$ cat config.mk
export PLATFORM = sky130hd
export DESIGN_NAME = lsu
export DESIGN_NICKNAME = d
export VERILOG_FILES = /design/src/rtl/lsu_pkg.sv /design/src/rtl/lsu_load_align.sv /design/src/rtl/lsu.sv
export SDC_FILE = /design/constraint.sdc
export NUM_CORES = 1
export LEC_CHECK = 0
export ABC_AREA = 1
export ABC_CLOCK_PERIOD_IN_PS = 6100
export BUFFER_PORTS_ARGS = -buffer_cell sky130_fd_sc_hd__buf_2
export CORE_MARGIN = 2
export CORE_UTILIZATION = 49
export CTS_CLUSTER_SIZE = 14
export DETAILED_ROUTE_END_ITERATION = 10
export HOLD_SLACK_MARGIN = 0.12
export PLACE_DENSITY = 0.92
export SLEW_MARGIN = 30
export SYNTH_ARGS = -nofsm -noshare
export SYNTH_HDL_FRONTEND = slang
export SYNTH_SLANG_ARGS = --single-unit
$ cat constraint.sdc
create_clock -name clk -period 6.1 [get_ports clk]
set_input_delay 1.22 -clock clk [delete_from_list [all_inputs] [get_ports clk]]
set_output_delay 1.22 -clock clk [all_outputs]
set_load 0.005 [all_outputs]
$ cat src/rtl/lsu_pkg.sv
// Shared types and helpers for the load/store unit.
//   CPU_XLEN       : data/address width of the core
//   lsu_funct3_e   : RV32I load funct3 encodings
//   SB/SH/SW       : RV32I store funct3 encodings (they reuse the load values 0..2)
//   lsu_state_e    : LSU control states
//   lsu_access_err : illegal-funct3 / misalignment check for one request
package lsu_pkg;

  localparam int CPU_XLEN = 32;

  typedef enum logic [2:0] {
    LB  = 3'd0,
    LH  = 3'd1,
    LW  = 3'd2,
    LBU = 3'd4,
    LHU = 3'd5
  } lsu_funct3_e;

  // Store encodings alias the low load encodings, so they cannot live in the same enum.
  localparam logic [2:0] SB = 3'd0;
  localparam logic [2:0] SH = 3'd1;
  localparam logic [2:0] SW = 3'd2;

  typedef enum logic [1:0] {
    IDLE,
    LOAD_WAIT,
    RESP
  } lsu_state_e;

  // funct3[1:0] gives the access size for every legal encoding (0=byte, 1=half, 2=word).
  function automatic logic lsu_access_err(input logic       wen,
                                          input logic [2:0] funct3,
                                          input logic [1:0] off);
    logic illegal;
    logic misaligned;
    if (wen) illegal = (funct3 >= 3'd3);
    else     illegal = (funct3 == 3'd3) || (funct3 == 3'd6) || (funct3 == 3'd7);
    misaligned = ((funct3[1:0] == 2'd1) && off[0]) ||
                 ((funct3[1:0] == 2'd2) && (off != 2'd0));
    return illegal | misaligned;
  endfunction

endpackage

$ cat src/rtl/lsu_load_align.sv
// Combinational load data extraction.
//   funct3   : load funct3 (LB/LH/LW/LBU/LHU)
//   byte_off : low two bits of the original byte address
//   word     : aligned 32-bit memory word
//   data     : selected byte/half/word, sign- or zero-extended to XLEN
module lsu_load_align
  import lsu_pkg::*;
#(
  parameter int XLEN = CPU_XLEN
) (
  input  logic [2:0]      funct3,
  input  logic [1:0]      byte_off,
  input  logic [XLEN-1:0] word,
  output logic [XLEN-1:0] data
);

  logic        [7:0]      byte_u;
  logic        [15:0]     half_u;
  logic signed [7:0]      byte_s;
  logic signed [15:0]     half_s;
  logic signed [XLEN-1:0] byte_sx;
  logic signed [XLEN-1:0] half_sx;

  assign byte_u  = word[{byte_off, 3'b000} +: 8];
  assign half_u  = byte_off[1] ? word[31:16] : word[15:0];
  assign byte_s  = $signed(byte_u);
  assign half_s  = $signed(half_u);
  assign byte_sx = XLEN'(byte_s);
  assign half_sx = XLEN'(half_s);

  always_comb begin
    data = word;
    case (funct3)
      LB:      data = byte_sx;
      LBU:     data = XLEN'(byte_u);
      LH:      data = half_sx;
      LHU:     data = XLEN'(half_u);
      default: data = word;
    endcase
  end

endmodule

$ cat src/rtl/lsu.sv
// Load/store unit between the MEM stage and the DMEM slave port.
//   req_*   : one load/store request, valid/ready handshake (req_ready = idle)
//   resp_*  : response with extended load data and an error flag, valid/ready
//   dmem_*  : word-aligned memory port, 1-cycle synchronous read, byte strobes
// Misaligned or illegal requests never reach memory; they respond with err=1.
module lsu
  import lsu_pkg::*;
#(
  parameter int XLEN = CPU_XLEN
) (
  input  logic            clk,
  input  logic            rst,
  input  logic            req_valid,
  output logic            req_ready,
  input  logic            req_wen,
  input  logic [2:0]      req_funct3,
  input  logic [XLEN-1:0] req_addr,
  input  logic [XLEN-1:0] req_wdata,
  output logic            resp_valid,
  input  logic            resp_ready,
  output logic [XLEN-1:0] resp_rdata,
  output logic            resp_err,
  output logic [XLEN-1:0] dmem_addr,
  output logic            dmem_ren,
  input  logic [XLEN-1:0] dmem_rdata,
  output logic            dmem_wen,
  output logic [3:0]      dmem_wstrb,
  output logic [XLEN-1:0] dmem_wdata
);

  lsu_state_e      state;
  logic [2:0]      funct3_p0;
  logic [1:0]      off_p0;
  logic [XLEN-1:0] addr_p0;
  logic            accept;
  logic            acc_err;
  logic [XLEN-1:0] aligned_addr;
  logic [XLEN-1:0] load_data;

  assign req_ready    = (state == IDLE);
  // Gating with rst keeps memory untouched in a reset cycle even if state is IDLE.
  assign accept       = req_valid & req_ready & ~rst;
  assign acc_err      = lsu_access_err(req_wen, req_funct3, req_addr[1:0]);
  assign aligned_addr = {req_addr[XLEN-1:2], 2'b00};

  // Stage: accept cycle, memory command driven combinationally.
  assign dmem_ren  = accept & ~req_wen & ~acc_err;
  assign dmem_wen  = accept &  req_wen & ~acc_err;
  // Hold the accepted address afterwards so the port is quiet while busy.
  assign dmem_addr = (state == IDLE) ? aligned_addr : addr_p0;

  always_comb begin
    dmem_wstrb = 4'b1111;
    dmem_wdata = req_wdata;
    case (req_funct3)
      SB: begin
        dmem_wstrb = 4'b0001 << req_addr[1:0];
        dmem_wdata = {4{req_wdata[7:0]}};
      end
      SH: begin
        dmem_wstrb = 4'b0011 << req_addr[1:0];
        dmem_wdata = {2{req_wdata[15:0]}};
      end
      default: begin
        dmem_wstrb = 4'b1111;
        dmem_wdata = req_wdata;
      end
    endcase
  end

  // Stage: read data returns one cycle after ren, aligned from the latched offset.
  lsu_load_align #(.XLEN(XLEN)) u_align (
    .funct3   (funct3_p0),
    .byte_off (off_p0),
    .word     (dmem_rdata),
    .data     (load_data)
  );

  // Stage: control FSM with registered response outputs.
  always_ff @(posedge clk) begin
    if (rst) begin
      state      <= IDLE;
      resp_valid <= 1'b0;
      resp_rdata <= '0;
      resp_err   <= 1'b0;
    end else begin
      case (state)
        IDLE: begin
          if (accept) begin
            addr_p0   <= aligned_addr;
            funct3_p0 <= req_funct3;
            off_p0    <= req_addr[1:0];
            if (acc_err || req_wen) begin
              state      <= RESP;
              resp_valid <= 1'b1;
              resp_err   <= acc_err;
              resp_rdata <= '0;
            end else begin
              state <= LOAD_WAIT;
            end
          end
        end
        LOAD_WAIT: begin
          state      <= RESP;
          resp_valid <= 1'b1;
          resp_err   <= 1'b0;
          resp_rdata <= load_data;
        end
        RESP: begin
          if (resp_ready) begin
            state      <= IDLE;
            resp_valid <= 1'b0;
          end
        end
        default: begin
          state      <= IDLE;
          resp_valid <= 1'b0;
        end
      endcase
    end
  end

endmodule

==> run summary, run 1 <==
OUTCOME
--------------------------------------------------------------------------------------------------
Status                                                                                   completed

TIMING
--------------------------------------------------------------------------------------------------
Slew at the pin closest to its max-slew limit                                             0.763 ns
Hold Worst Slack                                                                          0.462 ns
Clock period minus final worst setup slack                                                 4.06 ns
Total count of hold-check failures in the final report                                           0
Worst-case headroom to the max-slew limit                                                    48.9%
Setup clock skew after layout                                                            0.0130 ns
Count of final setup violators                                                                   0
RSZ-0062 raised after global routing                                                            no
Fmax                                                                                       246 MHz
Final TNS setup                                                                               0 ns
Total count of max-transition violations in the final report                                     0
Share of the cycle needed by the critical path after routing                                 66.5%

WORST SETUP PATH
--------------------------------------------------------------------------------------------------
Type of the worst setup path                                                          primary input to output port
Crit-path most repeated cell                                                          sky130_fd_sc_hd__buf_2
Crit Path Max Fanout                                                                            28
Data arrival time of the critical path                                                     2.84 ns
CP Data Required Time                                                                      4.88 ns
Chain of cells forming the critical path                                              buf_2, inv_1, nand3_1, nand2_2, nor2_1, a21oi_1, buf_2
Critical Path Slowest Stage Cell                                                      sky130_fd_sc_hd__nand2_2
CP Launch Type                                                                        primary input
Element type at the critical path end                                                  output port
Delay contributed by the slowest stage of the critical path                                0.57 ns

LOGIC SYNTHESIS
--------------------------------------------------------------------------------------------------
Proportion of synthesized flip-flops having asynchronous set or reset                           0%
Share of synthesized area occupied by flip-flops and latches                                 44.1%
Most area-consuming cells after synthesis                                             sky130_fd_sc_hd__edfxtp_1 (26%), sky130_fd_sc_hd__nand2_1 (19%), sky130_fd_sc_hd__dfxtp_1 (18%)
Synthesized-area fraction occupied by xor and xnor cells                                        0%
Area share of the largest cell type after synthesis                                          26.2%
Syn Inst Count                                                                                 583
Synth warnings                                                                                   0
Syn Std Cell Area                                                                     0.00402 mm^2
Dominant combinational cell family by area after synthesis                            simple AND/OR/NAND/NOR gates
Compound-gate portion of the synthesized area                                                13.2%
Synthesized-area fraction occupied by adder cells                                               0%
Ys flop type                                                                          sky130_fd_sc_hd__dfxtp_1
Yosys reg bits                                                                                  71
Avg Synthesized Cell Area                                                                6.89 um^2
Cell with the most instances after synthesis                                          sky130_fd_sc_hd__nand2_1
Top cell types by occurrence after synthesis                                          sky130_fd_sc_hd__nand2_1 (208), sky130_fd_sc_hd__nor2_1 (70), sky130_fd_sc_hd__inv_1 (54)
Number of flops mapped to enable cells by yosys                                                 35
Library cell with the largest summed area after synthesis                             sky130_fd_sc_hd__edfxtp_1
Synthesized-area fraction occupied by and/or/nand/nor cells                                  31.1%
Share of synthesized area spent on multiplexers                                                 0%
Count of cell types in the netlist                                                              26

CELLS AND AREA
--------------------------------------------------------------------------------------------------
Number of antenna diodes                                                                         0
Final #Nets                                                                                    868
Layout Cells excl Fill                                                                         874
Area grow syn2layout                                                                         30.0%
Fill cell total of the finished layout                                                         751
Share of final-layout standard cells stronger than drive strength 1                          31.5%
Cell area after layout                                                                0.00522 mm^2

FLOORPLANNING
--------------------------------------------------------------------------------------------------
I/O pins                                                                                       209
Placement Rows                                                                                  33
Standard cell core area                                                               0.00809 mm^2
Starting utilization of the core area                                                        49.6%
Die outline width                                                                          94.5 um
Y dimension of the die                                                                     94.5 um
Area of the die                                                                       0.00893 mm^2

PLACE
--------------------------------------------------------------------------------------------------
Final HPWL from detailed placement                                                         8120 um
Final estimated routing congestion in global placement                                       0.875
Placed cell count                                                                              857
Port Buffers                                                                                   206
Cell area after placement                                                             0.00497 mm^2

POWER
--------------------------------------------------------------------------------------------------
Worst IR Drop VDD                                                                         0.134 mV
Total power per unit cell area                                                         228 mW/mm^2
Leak pwr                                                                                   2.75 nW

GRT
--------------------------------------------------------------------------------------------------
Gr usage total                                                                               24.7%
First-pass GRT wire length                                                                17400 um
Final global-route overflow total                                                                0
Antenna violations before repair                                                                 0
Largest net degree at the start of global routing                                               44
Via count of the first global-routing pass                                                    3945

CTS
--------------------------------------------------------------------------------------------------
Clock tree from TritonCTS                                                                     done
Setup fix buffers added after clock tree synthesis                                               0
Total of hold buffers inserted after clock tree synthesis                                        0
Num CTS Buffers                                                                                  9
Clock root cell                                                                       sky130_fd_sc_hd__clkbuf_8
Clk_lat worst skew                                                                         0.35 ns
Number of H-tree levels                                                                          3
Number of gates resized after CTS                                                                0
Clock transition time at the flip-flop clock pins of the worst setup and hold paths        0.08 ns
Clock net sink count                                                                            71
Longest Clk Path Bufs                                                                            2

DRT
--------------------------------------------------------------------------------------------------
Number of remaining DRC errors                                                                   0
First-pass DRT Iterations                                                                        5
Number of nets with antenna violations after routing                                             0
Detailed-route vias per instance                                                              4.95
Starting DRC count in detailed routing                                                         228
Number of vias after detailed routing                                                         4329
Wire length per cell after detailed routing                                                12.5 um
Total wirelength of the detailed-routed design                                            10900 um

MIN PATH
--------------------------------------------------------------------------------------------------
Worst hold path type                                                                  register to register

JOB
--------------------------------------------------------------------------------------------------
Max-cap violation count                                                                          0

## placed cells by master (no fill, tap or decap)
cell                           n
sky130_fd_sc_hd__nand4_1       4
sky130_fd_sc_hd__nand2_1     208
sky130_fd_sc_hd__inv_1        54
sky130_fd_sc_hd__a21oi_2       1
sky130_fd_sc_hd__buf_2       206
sky130_fd_sc_hd__edfxtp_1     35
sky130_fd_sc_hd__buf_4         1
sky130_fd_sc_hd__inv_8         1
sky130_fd_sc_hd__clkinv_4      1
sky130_fd_sc_hd__clkbuf_8      9
sky130_fd_sc_hd__o211ai_1      8
sky130_fd_sc_hd__o21ai_0      26
sky130_fd_sc_hd__inv_6         2
sky130_fd_sc_hd__nand4_2       1
sky130_fd_sc_hd__dfxtp_1      36
sky130_fd_sc_hd__nor2_4        1
sky130_fd_sc_hd__a31oi_1       1
sky130_fd_sc_hd__a21oi_1      51
sky130_fd_sc_hd__o21ai_1       3
sky130_fd_sc_hd__nand2_4       2
sky130_fd_sc_hd__inv_2         7
sky130_fd_sc_hd__conb_1        2
sky130_fd_sc_hd__nor4_1        1
sky130_fd_sc_hd__nand3_1      19
sky130_fd_sc_hd__nor2_1       69
sky130_fd_sc_hd__buf_16        1
sky130_fd_sc_hd__nor2_2        2
sky130_fd_sc_hd__nand2_2       4
sky130_fd_sc_hd__bufinv_16     2
sky130_fd_sc_hd__o22ai_1       9
sky130_fd_sc_hd__clkinvlp_2    1
sky130_fd_sc_hd__and2_1        1
## cell families (layout without fill, tap and decap cells)
| logic type | after synthesis | count (layout) |
|---|---|---|
| buffers and inverters | 100 | 285 |
| flip-flops | 71 | 71 |
| AND/OR/NAND/NOR | 312 | 312 |
| other | 1 | 2 |
| AO/OA/AOI/OAI | 99 | 99 |
## critical path, delay by kind of cell
kind	cells	cell delay, ns
AOI/OAI and AO/OA	1	0.13
and+or+nand+nor	3	1.14
buffers and inverters	3	0.34
## sequential cells by signal, summed over array words and instances (netlist names)
| register | count |
|---|---|
| resp_rdata | 32 |
| addr_p0 | 30 |
| resp_err | 1 |
| state | 2 |
| funct3_p0 | 3 |
| resp_valid | 1 |
| off_p0 | 2 |
## worst paths after layout
kind | startpoint | to | slack, ns | cells after the start
max | req_funct3[2] | dmem_wdata[20] | 2.04 | 7
min | resp_rdata[26]$_SDFFE_PP0P_ | resp_rdata[26]$_SDFFE_PP0P_ | 0.46 | 2
max reg2reg | funct3_p0[1]$_DFFE_PP_ | resp_rdata[24]$_SDFFE_PP0P_ | 3.81 | 7
min reg2reg | resp_rdata[26]$_SDFFE_PP0P_ | resp_rdata[26]$_SDFFE_PP0P_ | 0.46 | 2
## where the power goes
group / switching (mW) / total, mW / leakage [nW] / internal (mW)
combinational: 0.132 / 0.228 / 2.01 / 0.0959
sequential: 0.0102 / 0.531 / 0.618 / 0.521
clock: 0.197 / 0.433 / 0.112 / 0.236
total: 0.339 / 1.19 / 2.75 / 0.853
## stage by stage
step                utilization, %  setup WS [ns]  power [mW]
floorplan                        -           2.49       0.670
finish                        64.5           2.04        1.19
detailed placement            61.4           2.05       0.769
CTS                           64.2           2.05        1.20
global route                  64.5           1.76        1.26
global placement              61.4           2.13       0.765
## layer usage
metal	track usage [%]	wire [um]	up-vias
met5	0	0	-
met4	9.66	242	0
met3	5.43	1100	29
met2	41.4	5080	220
met1	31.1	4520	1871
li1	-	-	2209
## layout make-up
class,count,area (um^2),share of cell area (%)
multi-input combinational,413,1800,34.4
sequential,71,1770,33.9
timing repair buffer,208,1070,20.4
inverter,61,229,4.39
tap,105,131,2.52
clock buffer,9,124,2.37
clock inverter,7,103,1.97
Note: power is estimated with default switching activity, not from simulation.
==> run 2, diff against run 1 <==
--- a/config.mk
+++ b/config.mk
@@ -6,14 +6,14 @@
 export NUM_CORES = 1
 export LEC_CHECK = 0
 export ABC_AREA = 1
-export ABC_CLOCK_PERIOD_IN_PS = 6100
+export ABC_CLOCK_PERIOD_IN_PS = 3340
 export BUFFER_PORTS_ARGS = -buffer_cell sky130_fd_sc_hd__buf_2
 export CORE_MARGIN = 2
-export CORE_UTILIZATION = 49
+export CORE_UTILIZATION = 41
 export CTS_CLUSTER_SIZE = 14
 export DETAILED_ROUTE_END_ITERATION = 10
 export HOLD_SLACK_MARGIN = 0.12
-export PLACE_DENSITY = 0.92
+export PLACE_DENSITY = 0.83
 export SLEW_MARGIN = 30
 export SYNTH_ARGS = -nofsm -noshare
 export SYNTH_HDL_FRONTEND = slang
==> constraint.sdc (replaced) <==
create_clock -name clk -period 3.34 [get_ports clk]
set_input_delay 0.668 -clock clk [delete_from_list [all_inputs] [get_ports clk]]
set_output_delay 0.668 -clock clk [all_outputs]
set_load 0.005 [all_outputs]
==> run 2 against run 1 <==
Final cell count increased by 3.9%. Highest routed layer unchanged. Global-route usage down 4.2 points. Via count shrank 0.79%. Largest cell class unchanged. Register-to-register slack worse by 2.7 ns. Die area rose by 19%. Largest power group unchanged.
==> run summary, run 2 (synthesis results as in run 1) <==
OUTCOME
--------------------------------------------------------------------------------------------------
Status                                                                                   completed   unchanged

CTS
--------------------------------------------------------------------------------------------------
Clock net sink count                                                                            71   unchanged
Clk_lat worst skew                                                                         0.35 ns   about the same
Total of hold buffers inserted after clock tree synthesis                                        0   unchanged
Number of gates resized after CTS                                                                0   unchanged
Clock transition time at the flip-flop clock pins of the worst setup and hold paths        0.08 ns   about the same
Clock tree from TritonCTS                                                                     done   unchanged
Num CTS Buffers                                                                                  9   unchanged
Longest Clk Path Bufs                                                                            2   unchanged
Number of H-tree levels                                                                          3   unchanged
Setup fix buffers added after clock tree synthesis                                               0   unchanged
Clock root cell                                                                       sky130_fd_sc_hd__clkbuf_8   unchanged

TIMING
--------------------------------------------------------------------------------------------------
Hold Worst Slack                                                                          0.459 ns   was 0.462 ns
Total count of max-transition violations in the final report                                     0   unchanged
Count of final setup violators                                                                   0   unchanged
RSZ-0062 raised after global routing                                                            no   unchanged
Fmax                                                                                       387 MHz
Final TNS setup                                                                               0 ns   unchanged
Share of the cycle needed by the critical path after routing                                 77.3%
Total count of hold-check failures in the final report                                           0   unchanged
Worst-case headroom to the max-slew limit                                                    53.2%   was 48.9%
Slew at the pin closest to its max-slew limit                                             0.702 ns   was 0.763 ns
Clock period minus final worst setup slack                                                 2.58 ns
Setup clock skew after layout                                                            0.0164 ns   was 0.0130 ns

DRT
--------------------------------------------------------------------------------------------------
Number of nets with antenna violations after routing                                             0   unchanged
Number of remaining DRC errors                                                                   0   unchanged
First-pass DRT Iterations                                                                        5   unchanged
Wire length per cell after detailed routing                                                12.4 um   was 12.5 um
Detailed-route vias per instance                                                              4.73   was 4.95
Total wirelength of the detailed-routed design                                            11200 um   was 10900 um
Number of vias after detailed routing                                                         4295   was 4329
Starting DRC count in detailed routing                                                         183   was 228

PLACE
--------------------------------------------------------------------------------------------------
Final estimated routing congestion in global placement                                       0.895   was 0.875
Final HPWL from detailed placement                                                         8490 um   was 8120 um
Port Buffers                                                                                   206   unchanged

CELLS AND AREA
--------------------------------------------------------------------------------------------------
Register with the highest flop count                                                    resp_rdata   unchanged
Fill cell total of the finished layout                                                         999   was 751
Top flop regs                                                                         resp_rdata: 32 flops, addr_p0: 30 flops, funct3_p0: 3 flops   unchanged
Final #Nets                                                                                    874   was 868
Most frequent standard cell in the layout excluding fill and tap cells                sky130_fd_sc_hd__nand2_1   unchanged
Commonest cells after routing, fill and taps aside                                    sky130_fd_sc_hd__nand2_1 (208), sky130_fd_sc_hd__buf_2 (206), sky130_fd_sc_hd__nor2_1 (69), sky130_fd_sc_hd__inv_1 (54), sky130_fd_sc_hd__a21oi_1 (51)   unchanged
Area taken by multi-input logic gates                                                 0.00180 mm^2   unchanged
Area grow syn2layout                                                                         31.4%   was 30.0%
Share of final-layout standard cells stronger than drive strength 1                          32.0%   was 31.5%
Flip-flop count of the largest register after layout                                            32   unchanged
Sequential cell area                                                                  0.00177 mm^2   unchanged
Number of antenna diodes                                                                         0   unchanged

GRT
--------------------------------------------------------------------------------------------------
Antenna violations before repair                                                                 0   unchanged
Gr usage total                                                                               20.5%   was 24.7%
Largest net degree at the start of global routing                                               41   was 44
Via count of the first global-routing pass                                                    3818   was 3945
First-pass GRT wire length                                                                17300 um   was 17400 um
Final global-route overflow total                                                                0   unchanged

WORST SETUP PATH
--------------------------------------------------------------------------------------------------
Slack of the worst reg-to-reg path                                                         1.10 ns   was 3.81 ns
Reg-to-reg critical path startpoint                                                   state[1]$_SDFFE_PP0P_   was funct3_p0[1]$_DFFE_PP_
Element type at the critical path end                                                  output port   unchanged
CP Launch Type                                                                            register   was primary input
Number of cells on the worst reg-to-reg path                                                     5   was 7
Data arrival time of the critical path                                                     1.91 ns   was 2.84 ns
Type of the worst setup path                                                          register to output port   was primary input to output port
Reg2reg end                                                                           addr_p0[6]$_DFFE_PP_   was resp_rdata[24]$_SDFFE_PP0P_
Crit Path Max Fanout                                                                            33   was 28
CP Data Required Time                                                                      2.67 ns   was 4.88 ns

MIN PATH
--------------------------------------------------------------------------------------------------
Source of the worst hold timing path                                                  resp_rdata[28]$_SDFFE_PP0P_   was resp_rdata[26]$_SDFFE_PP0P_
Worst-case hold path end point                                                        resp_rdata[28]$_SDFFE_PP0P_   was resp_rdata[26]$_SDFFE_PP0P_
Number of cells on the worst hold path                                                           2   unchanged
Worst hold path type                                                                  register to register   unchanged

FLOORPLANNING
--------------------------------------------------------------------------------------------------
Y dimension of the die                                                                      103 um   was 94.5 um
Placement Rows                                                                                  36   was 33
I/O pins                                                                                       209   unchanged
Die outline width                                                                           103 um   was 94.5 um
Area of the die                                                                        0.0106 mm^2   was 0.00893 mm^2
Starting utilization of the core area                                                        41.7%   was 49.6%
Standard cell core area                                                               0.00964 mm^2   was 0.00809 mm^2

POWER
--------------------------------------------------------------------------------------------------
Total power per unit cell area                                                         412 mW/mm^2   was 228 mW/mm^2
Worst IR Drop VDD                                                                         0.244 mV   was 0.134 mV
Leak pwr                                                                                   2.76 nW   was 2.75 nW

JOB
--------------------------------------------------------------------------------------------------
Max-cap violation count                                                                          0   unchanged

[run 2: cell types whose count changed in the layout (fill, tap and decap cells not counted), sizes merged]
cell  delta
buf      +6
[run 2: how the worst max path moves through the flow]
stage	start	endpoint	slack, ns	cells past startpoint
4_1_cts	state[1]$_SDFFE_PP0P_	dmem_wen	0.73	5
6_report	state[1]$_SDFFE_PP0P_	dmem_wen	0.76	5
2_1_floorplan	rst	resp_valid$_SDFFE_PP0P_	0.28	9
3_5_place_dp	req_funct3[1]	dmem_wdata[12]	0.82	7
3_3_place_gp	rst	addr_p0[8]$_DFFE_PP_	0.84	5
5_1_grt	state[1]$_SDFFE_PP0P_	dmem_wen	0.54	5
[run 2: cell type report]
cell class / count / share of cell area, %
Inverter: 61 / 4.34
Clock inverter: 7 / 1.90
Clock buffer: 9 / 2.35
Multi-Input combinational cell: 413 / 34.0
Timing Repair Buffer: 214 / 20.7
Tap cell: 133 / 3.15
Sequential cell: 71 / 33.6
[run 2: critical path, stage by stage, from the launching register on]
cell,delay (ns)
sky130_fd_sc_hd__dfxtp_1,0.36
sky130_fd_sc_hd__nor2_2,0.09
sky130_fd_sc_hd__buf_4,0.32
sky130_fd_sc_hd__inv_2,0.31
sky130_fd_sc_hd__nor4_1,0.31
sky130_fd_sc_hd__buf_2,0.17
[run 2: power by group]
| part | internal (mW) | switching (mW) | total, mW |
|---|---|---|---|
| Clock | 0.428 | 0.352 | 0.780 |
| Sequential | 0.952 | 0.0187 | 0.971 |
| Combinational | 0.177 | 0.245 | 0.422 |
[run 2: stage by stage]
stage | instances | utilization [%] | instance area, um^2 | setup WS [ns] | total power [mW]
5_1_grt | 908 | 54.8 | 5280 | 0.540 | 2.29
6_report | 908 | 54.8 | 5280 | 0.757 | 2.17
2_1_floorplan | 584 | - | 4020 | 0.281 | 1.22
3_5_place_dp | 892 | 52.4 | 5050 | 0.818 | 1.41
4_1_cts | 908 | 54.8 | 5280 | 0.725 | 2.19
3_3_place_gp | 892 | 52.4 | 5050 | 0.835 | 1.41
[run 2: per-layer routing]
metal | global-route usage, % | wire [um] | up-vias
li1 | - | - | 2219
met1 | 26.6 | 4790 | 1844
met2 | 33.6 | 5210 | 211
met3 | 5.22 | 1020 | 21
met4 | 6.68 | 208 | 0
met5 | 0 | 0 | -
==> run 3, diff against run 2 <==
--- a/config.mk
+++ b/config.mk
@@ -6,7 +6,7 @@
 export NUM_CORES = 1
 export LEC_CHECK = 0
 export ABC_AREA = 1
-export ABC_CLOCK_PERIOD_IN_PS = 3340
+export ABC_CLOCK_PERIOD_IN_PS = 2100
 export BUFFER_PORTS_ARGS = -buffer_cell sky130_fd_sc_hd__buf_2
 export CORE_MARGIN = 2
 export CORE_UTILIZATION = 41
==> constraint.sdc (replaced) <==
create_clock -name clk -period 2.1 [get_ports clk]
set_input_delay 0.42 -clock clk [delete_from_list [all_inputs] [get_ports clk]]
set_output_delay 0.42 -clock clk [all_outputs]
set_load 0.005 [all_outputs]
==> run 3 against run 2 <==
Global-route usage rose by 0.31 points. Critical path depth grew 1. Clock power is 36% higher. Power increased by 52%. Critical endpoint is now dmem_addr[11]. Core utilization is 0.64 points higher. Critical path type unchanged. Sequential power grew 59%.
==> run summary, run 3 (synthesis results as in run 1) <==
POWER
--------------------------------------------------------------------------------------------------
Total power per unit cell area                                                         617 mW/mm^2   was 412 mW/mm^2
Overall power consumption                                                                  3.29 mW   was 2.17 mW
Worst IR Drop VDD                                                                         0.355 mV   was 0.244 mV
Leak pwr                                                                                   2.78 nW   was 2.76 nW

CELLS AND AREA
--------------------------------------------------------------------------------------------------
Most frequent standard cell in the layout excluding fill and tap cells                sky130_fd_sc_hd__nand2_1   unchanged
Area grow syn2layout                                                                         33.0%   was 31.4%
Final #Nets                                                                                    882   was 874
Commonest cells after routing, fill and taps aside                                    sky130_fd_sc_hd__nand2_1 (208), sky130_fd_sc_hd__buf_2 (206), sky130_fd_sc_hd__nor2_1 (69), sky130_fd_sc_hd__inv_1 (54), sky130_fd_sc_hd__a21oi_1 (51)   unchanged
Final core utilization                                                                       55.4%   was 54.8%
Share of final-layout standard cells stronger than drive strength 1                          32.8%   was 32.0%
Top flop regs                                                                         resp_rdata: 32 flops, addr_p0: 30 flops, funct3_p0: 3 flops   unchanged
Flip-flop count of the largest register after layout                                            32   unchanged
Register with the highest flop count                                                    resp_rdata   unchanged
Number of antenna diodes                                                                         0   unchanged

MIN PATH
--------------------------------------------------------------------------------------------------
Worst-case hold path end point                                                        addr_p0[14]$_DFFE_PP_   was resp_rdata[28]$_SDFFE_PP0P_
Source of the worst hold timing path                                                  req_addr[14]   was resp_rdata[28]$_SDFFE_PP0P_
Number of cells on the worst hold path                                                           1   was 2
Worst hold path type                                                                  primary input to register   was register to register

DRT
--------------------------------------------------------------------------------------------------
Wire length per cell after detailed routing                                                12.4 um   about the same
Detailed-route vias per instance                                                              4.78   was 4.73
Total wirelength of the detailed-routed design                                            11300 um   was 11200 um
First-pass DRT Iterations                                                                        4   was 5
Number of nets with antenna violations after routing                                             0   unchanged
Starting DRC count in detailed routing                                                         155   was 183
Number of remaining DRC errors                                                                   0   unchanged
Number of vias after detailed routing                                                         4381   was 4295

WORST SETUP PATH
--------------------------------------------------------------------------------------------------
Crit-path most repeated cell                                                          sky130_fd_sc_hd__nand2_1
Data arrival time of the critical path                                                     1.55 ns   was 1.91 ns
Chain of cells forming the critical path                                              nor2_4, buf_6, buf_4, nand2_1, nand2_1, buf_2   was nor2_2, buf_4, inv_2, nor4_1, buf_2
Number of cells on the worst reg-to-reg path                                                     7   was 5
Type of the worst setup path                                                          register to output port   unchanged
Crit Path Max Fanout                                                                            12   was 33
Delay contributed by the slowest stage of the critical path                                0.36 ns   about the same
Reg2reg end                                                                           resp_rdata[19]$_SDFFE_PP0P_   was addr_p0[6]$_DFFE_PP_
Reg-to-reg critical path startpoint                                                   state[1]$_SDFFE_PP0P_   unchanged
Critical Path Slowest Stage Cell                                                      sky130_fd_sc_hd__dfxtp_1   unchanged
CP delay by family, top                                                               buffers and inverters   unchanged
CP bufs+invs                                                                                     3   unchanged
CP Launch Type                                                                            register   unchanged
CP Data Required Time                                                                      1.68 ns   was 2.67 ns
Slack of the worst reg-to-reg path                                                         0.53 ns   was 1.10 ns
Element type at the critical path end                                                  output port   unchanged

CTS
--------------------------------------------------------------------------------------------------
Num CTS Buffers                                                                                  9   unchanged
Clock net sink count                                                                            71   unchanged
Clock transition time at the flip-flop clock pins of the worst setup and hold paths        0.09 ns   was 0.08 ns
Number of H-tree levels                                                                          3   unchanged
Clock tree from TritonCTS                                                                     done   unchanged
Longest Clk Path Bufs                                                                            2   unchanged
Clk_lat worst skew                                                                         0.35 ns   about the same
Clock root cell                                                                       sky130_fd_sc_hd__clkbuf_8   unchanged

FLOORPLANNING
--------------------------------------------------------------------------------------------------
Standard cell core area                                                               0.00964 mm^2   unchanged
Placement Rows                                                                                  36   unchanged
Y dimension of the die                                                                      103 um   unchanged
I/O pins                                                                                       209   unchanged
Area of the die                                                                        0.0106 mm^2   unchanged
Starting utilization of the core area                                                        41.7%   unchanged
Die outline width                                                                           103 um   unchanged

GRT
--------------------------------------------------------------------------------------------------
First-pass GRT wire length                                                                17400 um   was 17300 um
Final global-route overflow total                                                                0   unchanged
Via count of the first global-routing pass                                                    3777   was 3818
Antenna violations before repair                                                                 0   unchanged
Largest net degree at the start of global routing                                               41   unchanged
Gr usage total                                                                               20.8%   was 20.5%

JOB
--------------------------------------------------------------------------------------------------
Max-cap violation count                                                                          0   unchanged

TIMING
--------------------------------------------------------------------------------------------------
Clock period minus final worst setup slack                                                 1.97 ns
Total count of max-transition violations in the final report                                     0   unchanged
Count of final setup violators                                                                   0   unchanged
Share of the cycle needed by the critical path after routing                                 93.8%
Fmax                                                                                       507 MHz
Total count of hold-check failures in the final report                                           0   unchanged
Setup clock skew after layout                                                            0.0106 ns   was 0.0164 ns
RSZ-0062 raised after global routing                                                            no   unchanged
Final TNS setup                                                                               0 ns   unchanged

PLACE
--------------------------------------------------------------------------------------------------
Final HPWL from detailed placement                                                         8470 um   was 8490 um
Final estimated routing congestion in global placement                                       0.867   was 0.895
Port Buffers                                                                                   206   unchanged

OUTCOME
--------------------------------------------------------------------------------------------------
Status                                                                                   completed   unchanged

run 3: how the worst max path moves through the flow:
stage,from,end,slack (ns),cells after the start
after detailed placement,req_funct3[2],dmem_wstrb[2],0.19,6
after global routing,state[1]$_SDFFE_PP0P_,dmem_wen,0.0009,4
after floorplan,rst,resp_valid$_SDFFE_PP0P_,0.26,9
final,state[1]$_SDFFE_PP0P_,dmem_addr[11],0.13,6
after global placement,req_funct3[2],dmem_wstrb[2],0.20,6
after CTS,state[0]$_SDFFE_PP0P_,dmem_wen,0.06,4
run 3: area by class of cell:
class                           count  area (um^2)
Clock buffer                        9          124
Clock inverter                      7         60.1
Fill cell                         971         4300
Inverter                           61          234
Multi-Input combinational cell    413         1820
Sequential cell                    71         1770
Tap cell                          133          166
Timing Repair Buffer              222         1170
run 3: layer usage:
metal,global-route usage [%],share of wire (%)
met5,0,0
met4,6.98,2.4
met3,5.69,8.7
met2,34.6,46
met1,26.3,43
run 3: worst register-to-register path, delay by kind of cell (launching register included):
family / cells / cell delay (ns)
simple gates: 4 / 0.63
compound gates: 1 / 0.14
flops: 1 / 0.36
buf+inv: 2 / 0.38
run 3: power breakdown:
part	internal, mW	switching, mW	leakage [nW]	total (mW)
combinational	0.300	0.400	2.08	0.700
sequential	1.51	0.0233	0.618	1.54
clock	0.449	0.607	0.0848	1.06
total	2.26	1.03	2.78	3.29
run 3: what timing repair did:
item / CTS / global route
setup buffers: 0 / 2
setup endpoints to repair: 1 / 4
gates resized for setup: 2 / 4
endpoints found under the hold margin: 0 / 0
hold buffers: 0 / 0
pin swaps: 0 / 1
run 3: per-stage QoR:
step,hold WS (ns),std cells,cell area [um^2],setup slack (ns)
2_1_floorplan,0.455,584,4030,0.255
3_3_place_gp,0.444,898,5110,0.203
3_5_place_dp,0.447,898,5110,0.191
4_1_cts,0.239,914,5300,0.0578
5_1_grt,0.226,916,5340,0.000948
6_report,0.250,916,5340,0.129
